[src/rtl/rx_udp_pkg.sv]
// Shared types and header layout for the receive-side UDP layer.
package rx_udp_pkg;

  typedef enum logic [1:0] {IDLE, HEADER, DATA, DROP} state_t;

  localparam int unsigned UDP_HDR_BYTES = 8;
  localparam int unsigned HDR_W         = 8 * UDP_HDR_BYTES;

  localparam int unsigned SRC_OFF  = 0;
  localparam int unsigned DST_OFF  = 2;
  localparam int unsigned LEN_OFF  = 4;
  localparam int unsigned CSUM_OFF = 6;

  // Extract a big-endian 16-bit field starting at byte offset off.
  function automatic logic [15:0] hdr_field(input logic [HDR_W-1:0] hdr, input int unsigned off);
    return 16'(hdr >> (HDR_W - 16 - 8 * off));
  endfunction

endpackage

[src/rtl/axis_out_reg.sv]
// One-entry AXI-Stream output register: full throughput, holds its payload while stalled.
module axis_out_reg #(
  parameter int unsigned DATA_W = 8
) (
  input  logic              clk,
  input  logic              rst,
  input  logic [DATA_W-1:0] in_data,
  input  logic              in_valid,
  input  logic              in_last,
  input  logic              in_user,
  output logic              in_ready_c,
  output logic [DATA_W-1:0] out_data,
  output logic              out_valid,
  output logic              out_last,
  output logic              out_user,
  input  logic              out_ready
);

  assign in_ready_c = !out_valid || out_ready;

  always_ff @(posedge clk) begin
    if (rst) begin
      out_data  <= '1;
      out_valid <= 1'b0;
      out_last  <= 1'b0;
      out_user  <= 1'b0;
    end else if (in_ready_c) begin
      out_valid <= in_valid;
      if (in_valid) begin
        out_data <= in_data;
        out_last <= in_last;
        out_user <= in_user;
      end else begin
        out_last <= 1'b0;
        out_user <= 1'b0;
      end
    end
  end

endmodule

[src/rtl/rx_udp_filter.sv]
// UDP receive layer: header capture, destination-port filter, length trim and frame statistics.
module rx_udp_filter
  import rx_udp_pkg::*;
#(
  parameter int unsigned NUM_PORTS = 2,
  parameter int unsigned CNT_W     = 16,
  parameter bit          FILTER_EN = 1'b1
) (
  input  logic                   s_axis_aclk,
  input  logic                   s_axis_rst,
  input  logic                   udp_enable,
  input  logic [16*NUM_PORTS-1:0] cfg_ports,
  output logic [15:0]            UDP_SrcPort,
  output logic [15:0]            UDP_DestPort,
  output logic [15:0]            UDP_TotLen,
  output logic [15:0]            UDP_CheckSum,
  output logic                   hdr_valid,
  output logic [2:0]             port_idx,
  output logic                   err_short,
  output logic                   err_len,
  output logic [CNT_W-1:0]       frames_ok,
  output logic [CNT_W-1:0]       frames_drop,
  input  logic [7:0]             s_axis_tdata,
  input  logic                   s_axis_tvalid,
  input  logic                   s_axis_tlast,
  input  logic                   s_axis_tuser,
  output logic                   s_axis_tready,
  output logic [7:0]             m_axis_tdata,
  output logic                   m_axis_tvalid,
  output logic                   m_axis_tlast,
  output logic                   m_axis_tuser,
  input  logic                   m_axis_tready
);

  state_t            state;
  logic [2:0]        byte_cnt;
  logic [HDR_W-9:0]  hdr_sr;
  logic [15:0]       rem;
  logic              first;

  logic [HDR_W-1:0]  hdr_full;
  logic [15:0]       hdr_dest, hdr_len;
  logic              match_hit, accept;
  logic [2:0]        match_idx;
  logic              xfer, sof_start, hdr_beat, tready_int, or_ready_c, or_out_ready;
  logic [2:0]        beat_idx;
  logic [7:0]        or_data;
  logic              or_valid, or_last, or_user;

  function automatic logic [CNT_W-1:0] sat_inc(input logic [CNT_W-1:0] c);
    return (c == '1) ? c : c + CNT_W'(1);
  endfunction

  assign hdr_full = {hdr_sr, s_axis_tdata};
  assign hdr_dest = hdr_field(hdr_full, DST_OFF);
  assign hdr_len  = hdr_field(hdr_full, LEN_OFF);

  // Lowest matching table entry wins.
  always_comb begin
    match_hit = 1'b0;
    match_idx = '0;
    for (int unsigned i = 0; i < NUM_PORTS; i++) begin
      if (!match_hit && 16'(cfg_ports >> (16 * i)) == hdr_dest) begin
        match_hit = 1'b1;
        match_idx = 3'(i);
      end
    end
  end

  assign accept = !FILTER_EN || match_hit;

  assign tready_int    = (state == DATA) ? or_ready_c : 1'b1;
  assign s_axis_tready = udp_enable ? tready_int : m_axis_tready;
  assign xfer          = s_axis_tvalid && s_axis_tready;
  assign sof_start     = xfer && s_axis_tuser && (state == IDLE || state == DROP);
  assign hdr_beat      = sof_start || (xfer && state == HEADER);
  assign beat_idx      = sof_start ? 3'd0 : byte_cnt;
  assign or_out_ready  = udp_enable ? m_axis_tready : 1'b1;

  always_ff @(posedge s_axis_aclk) begin
    if (s_axis_rst) begin
      state        <= IDLE;
      byte_cnt     <= '0;
      hdr_sr       <= '0;
      rem          <= '0;
      first        <= 1'b0;
      UDP_SrcPort  <= '0;
      UDP_DestPort <= '0;
      UDP_TotLen   <= '0;
      UDP_CheckSum <= '0;
      hdr_valid    <= 1'b0;
      port_idx     <= '0;
      err_short    <= 1'b0;
      err_len      <= 1'b0;
      frames_ok    <= '0;
      frames_drop  <= '0;
    end else begin
      hdr_valid <= 1'b0;
      err_short <= 1'b0;
      err_len   <= 1'b0;
      if (hdr_beat) begin
        hdr_sr   <= hdr_full[HDR_W-9:0];
        byte_cnt <= beat_idx + 3'd1;
        if (beat_idx == 3'(UDP_HDR_BYTES - 1)) begin
          UDP_SrcPort  <= hdr_field(hdr_full, SRC_OFF);
          UDP_DestPort <= hdr_dest;
          UDP_TotLen   <= hdr_len;
          UDP_CheckSum <= hdr_field(hdr_full, CSUM_OFF);
          hdr_valid    <= 1'b1;
          port_idx     <= (FILTER_EN && match_hit) ? match_idx : 3'd0;
          if (hdr_len < 16'(UDP_HDR_BYTES)) begin
            err_len <= 1'b1;
            if (udp_enable) frames_drop <= sat_inc(frames_drop);
            state <= s_axis_tlast ? IDLE : DROP;
          end else if (!accept) begin
            if (udp_enable) frames_drop <= sat_inc(frames_drop);
            state <= s_axis_tlast ? IDLE : DROP;
          end else if (hdr_len == 16'(UDP_HDR_BYTES)) begin
            if (udp_enable) frames_ok <= sat_inc(frames_ok);
            state <= s_axis_tlast ? IDLE : DROP;
          end else if (s_axis_tlast) begin
            err_short <= 1'b1;
            if (udp_enable) frames_drop <= sat_inc(frames_drop);
            state <= IDLE;
          end else begin
            rem   <= hdr_len - 16'(UDP_HDR_BYTES);
            first <= 1'b1;
            state <= DATA;
          end
        end else if (s_axis_tlast) begin
          err_short <= 1'b1;
          if (udp_enable) frames_drop <= sat_inc(frames_drop);
          state <= IDLE;
        end else begin
          state <= HEADER;
        end
      end else if (xfer) begin
        case (state)
          DATA: begin
            first <= 1'b0;
            rem   <= rem - 16'd1;
            if (rem == 16'd1) begin
              if (udp_enable) frames_ok <= sat_inc(frames_ok);
              state <= s_axis_tlast ? IDLE : DROP;
            end else if (s_axis_tlast) begin
              err_short <= 1'b1;
              if (udp_enable) frames_drop <= sat_inc(frames_drop);
              state <= IDLE;
            end
          end
          DROP:    if (s_axis_tlast) state <= IDLE;
          default: ;
        endcase
      end
    end
  end

  axis_out_reg #(.DATA_W(8)) u_out (
    .clk        (s_axis_aclk),
    .rst        (s_axis_rst),
    .in_data    (s_axis_tdata),
    .in_valid   ((state == DATA) && xfer),
    .in_last    (s_axis_tlast || (rem == 16'd1)),
    .in_user    (first),
    .in_ready_c (or_ready_c),
    .out_data   (or_data),
    .out_valid  (or_valid),
    .out_last   (or_last),
    .out_user   (or_user),
    .out_ready  (or_out_ready)
  );

  // Bypass muxes: with the layer disabled the stream passes straight through.
  assign m_axis_tdata  = udp_enable ? or_data  : s_axis_tdata;
  assign m_axis_tvalid = udp_enable ? or_valid : s_axis_tvalid;
  assign m_axis_tlast  = udp_enable ? or_last  : s_axis_tlast;
  assign m_axis_tuser  = udp_enable ? or_user  : s_axis_tuser;

endmodule
[config.mk]
export PLATFORM = sky130hd
export DESIGN_NAME = rx_udp_filter
export DESIGN_NICKNAME = d
export VERILOG_FILES = /design/src/rtl/rx_udp_pkg.sv /design/src/rtl/axis_out_reg.sv /design/src/rtl/rx_udp_filter.sv
export SDC_FILE = /design/constraint.sdc
export NUM_CORES = 1
export LEC_CHECK = 0
export CORE_MARGIN = 8
export CORE_UTILIZATION = 50
export DETAILED_ROUTE_END_ITERATION = 6
export PLACE_DENSITY = 0.77
export SETUP_SLACK_MARGIN = 0.05
export SLEW_MARGIN = 20
export SYNTH_ARGS = -nofsm -noshare
export SYNTH_HDL_FRONTEND = slang
export SYNTH_SLANG_ARGS = --single-unit
[constraint.sdc]
create_clock -name s_axis_aclk -period 4.62 [get_ports s_axis_aclk]
set_input_delay 0.693 -clock s_axis_aclk [delete_from_list [all_inputs] [get_ports s_axis_aclk]]
set_output_delay 0.693 -clock s_axis_aclk [all_outputs]
set_load 0.1 [all_outputs]
==> results by group <==
STA
  – RSZ-0062 raised after global routing: no
  – Setup TNS: 0 ns
  – Final Hold Vio Count: 0
  – Min setup slack post-route: 0.917 ns
  – Least-Margin Pin Slew: 1.03 ns
  – Worst Skew: ~0.0086 ns
  – Normalized max-slew margin: around a third
  – Fin crit period: 3.70 ns
  – Slew Viols, Final: 0
  – Final period utilization: 80.1%
  – Final setup viols: 0
  – Max Freq: 270 MHz

Clock network
  – Deepest clock path buffer count: 2
  – CTS buffer count: 17
  – Root Buffer: clkbuf_16
  – Skew-Pair Late Insertion Delay: 0.44 ns
  – Post-CTS setup buffer count: 0
  – CTS tree: yes
  – Clock transition at path regs: 0.07 ns
  – Clk sinks: 189
  – CTS H-tree lvls: 4
  – CTS resizes: 0
  – Hold buffers post-CTS: 0

Drt
  – Antenna viol nets, final: 0
  – Vias: about 8k
  – Pre-Repair DR Iteration Count: 5
  – Max Used Layer: met4
  – DR vias/cell: 5.58
  – Met2 wire length: approximately 11000 um
  – DRC viols: 0
  – Final WL: 23800 um
  – DR WL/cell: 16.4 um
  – Routed wire length on met3: about 1400 um
  – DR iter-0 viols: 530
  – Met1 WL: between 10000 and 15000 um

Synth
  – EDFF count, synth: 0
  – YS warnings: 0
  – Yosys top cell area share: between 40% and 50%
  – Netlist Area Pre-Place: 8650 um^2
  – Post-synth top flop: dfxtp_1
  – Synth Instances: 1108
  – Async SR Flop Fraction: 0%
  – Post-synthesis register bit count: roughly 190
  – Synth area leaders: dfxtp_1 (44%), nand2_1 (13%), a21oi_1 (9.0%), xor2_1 (4.1%), clkbuf_1 (2.6%)
  – Register area share after synthesis: 43.7%
  – Synth area leader: dfxtp_1
  – Synth unique cells: 69
  – Post-synthesis area per instance: 7.81 um^2

Die
  – Vert. Die Dim: about 150 um
  – I/O pins: between 150 and 200
  – Starting Density: roughly half
  – Die width: 148 um
  – Row Count: 48
  – Core Box Area: 17100 um^2
  – Die area: 21800 um^2

Global routing
  – First-pass GRT wire length: 39100 um
  – GRT Overall Usage: around 22%
  – Initial antenna violation count: 0
  – Total grt overflow: 0
  – Pin count of the biggest net entering global routing: 98
  – Vias in the first global route: around 7.6k

Placed design
  – # port buffers: 158
  – Detailed placement HPWL: between 15000 and 20000 um
  – Pre-CTS setup slack: 0.482 ns
  – RePlAce Congestion: about 0.85

Setup path
  – Crit path max fanout: 19
  – Flop-to-flop setup slack: 1.01 ns
  – Worst EP arrival: 4.03 ns
  – Worst Path Required: 4.95 ns
  – CP Class: in2reg
  – CP Capture Type: register
  – Startpoint types: input pin

Power and ir drop
  – Power density cells: 314 nW/um^2
  – IR drop worst, VDD: between 0.0002 and 0.0003 V
  – Lkg Pwr: 3.81 nW
  – Post-layout power: 3.39 mW

Status
  – Status: finished clean

Layout
  – Most frequent cells in the layout: nand2_1 (310), dfxtp_1 (189), a21oi_1 (156)
  – Area Growth Syn to Fin: 24.9%
  – Fin nets: 1274
  – Layout cells sized above 1: 7.40%
  – # fillers: 1528
  – Leading cell type in the layout, fill and taps excluded: nand2_1
  – Antenna Cells: 0

Hold path
  – Worst hold path type: reg2reg

Run
  – Max-cap violations: 0
-- state kept, by name, summed over array words and instances (netlist names) --
name	flops
u_out.out_valid	1
port_idx	1
frames_ok	16
UDP_CheckSum	16
state	2
UDP_SrcPort	16
hdr_sr	56
err_short	1
hdr_valid	1
byte_cnt	3
u_out.out_last	1
u_out.out_data	8
UDP_DestPort	16
frames_drop	16
rem	16
UDP_TotLen	16
first	1
u_out.out_user	1
err_len	1
-- kinds of logic after synthesis --
logic type,after synthesis,synth area share [%]
buffers and inverters,96,4.54
AOI/OAI and AO/OA,239,16.6
and+or+nand+nor,506,26.1
muxes,25,3.21
adders and majority gates,10,1.45
xor gates and xnor gates,42,4.25
DFF,189,43.8
other,1,0.0434
-- synth_stat cells (4+ instances only) --
library cell / number
or3_1: 7
xor2_1: 40
o21ai_0: 24
o41ai_1: 4
a21oi_1: 156
buf_4: 4
nor2b_1: 15
ha_1: 10
a211oi_1: 5
buf_2: 8
inv_1: 20
nand3_1: 30
mux2_2: 15
clkbuf_1: 60
dfxtp_1: 189
and3_1: 9
nor3_1: 22
nand4_1: 12
mux2_1: 7
nor4_1: 19
o22ai_1: 5
or4_1: 7
nor2_1: 50
nand2_1: 310
-- critical path, cell delays in order --
cell	delay [ns]
clkdlybuf4s50_1	0.48
inv_1	0.21
nand2_1	0.10
nand2_1	0.11
nor2_1	0.08
nor2b_1	0.13
ha_1	0.16
ha_1	0.22
inv_1	0.11
a2111oi_4	0.41
nand3_1	0.12
a21oi_1	0.30
nor2_2	0.22
nor4_1	0.32
mux2_2	0.36
-- routing by layer --
layer  track usage, %  vias up
li1                 -     4008
met1             28.2     3807
met2             34.7      260
met3             4.37       37
met4             8.52        0
met5            0.238        -
-- power breakdown --
group          internal, mW  total (mW)  switching (mW)
sequential             1.64        1.65          0.0104
combinational        0.0971       0.294           0.197
clock                 0.763        1.45           0.683
total                  2.50        3.39           0.890
-- layout make-up --
class / instances / area (um^2) / area share [%]
clock buffer: 17 / 425 / 3.94
clock inverter: 15 / 154 / 1.42
inverter: 20 / 75.1 / 0.695
multi-input combinational: 824 / 4480 / 41.4
sequential: 189 / 3780 / 35.0
tap: 225 / 282 / 2.61
timing repair buffer: 165 / 1610 / 14.9
-- metrics by stage --
step | area [um^2] | cells | hold WS [ns] | utilization, %
finish | 10800 | 1455 | 0.454 | 63.1
global route | 10800 | 1455 | 0.468 | 63.1
CTS | 10800 | 1455 | 0.454 | 63.1
detailed placement | 10200 | 1423 | 0.444 | 59.7
global placement | 10200 | 1423 | 0.441 | 59.7
floorplan | 8650 | 1109 | 0.432 | -
-- path summary, 6_finish.rpt --
check	start	end	depth (start not counted)
worst min register to register	hdr_sr[54]	UDP_SrcPort[14]	2
worst max-delay path	m_axis_tready	frames_ok[13]	15
worst max register to register	state[0]	frames_ok[13]	16
worst min-delay path	hdr_sr[54]	UDP_SrcPort[14]	2
Note: power is estimated with default switching activity, not from simulation.
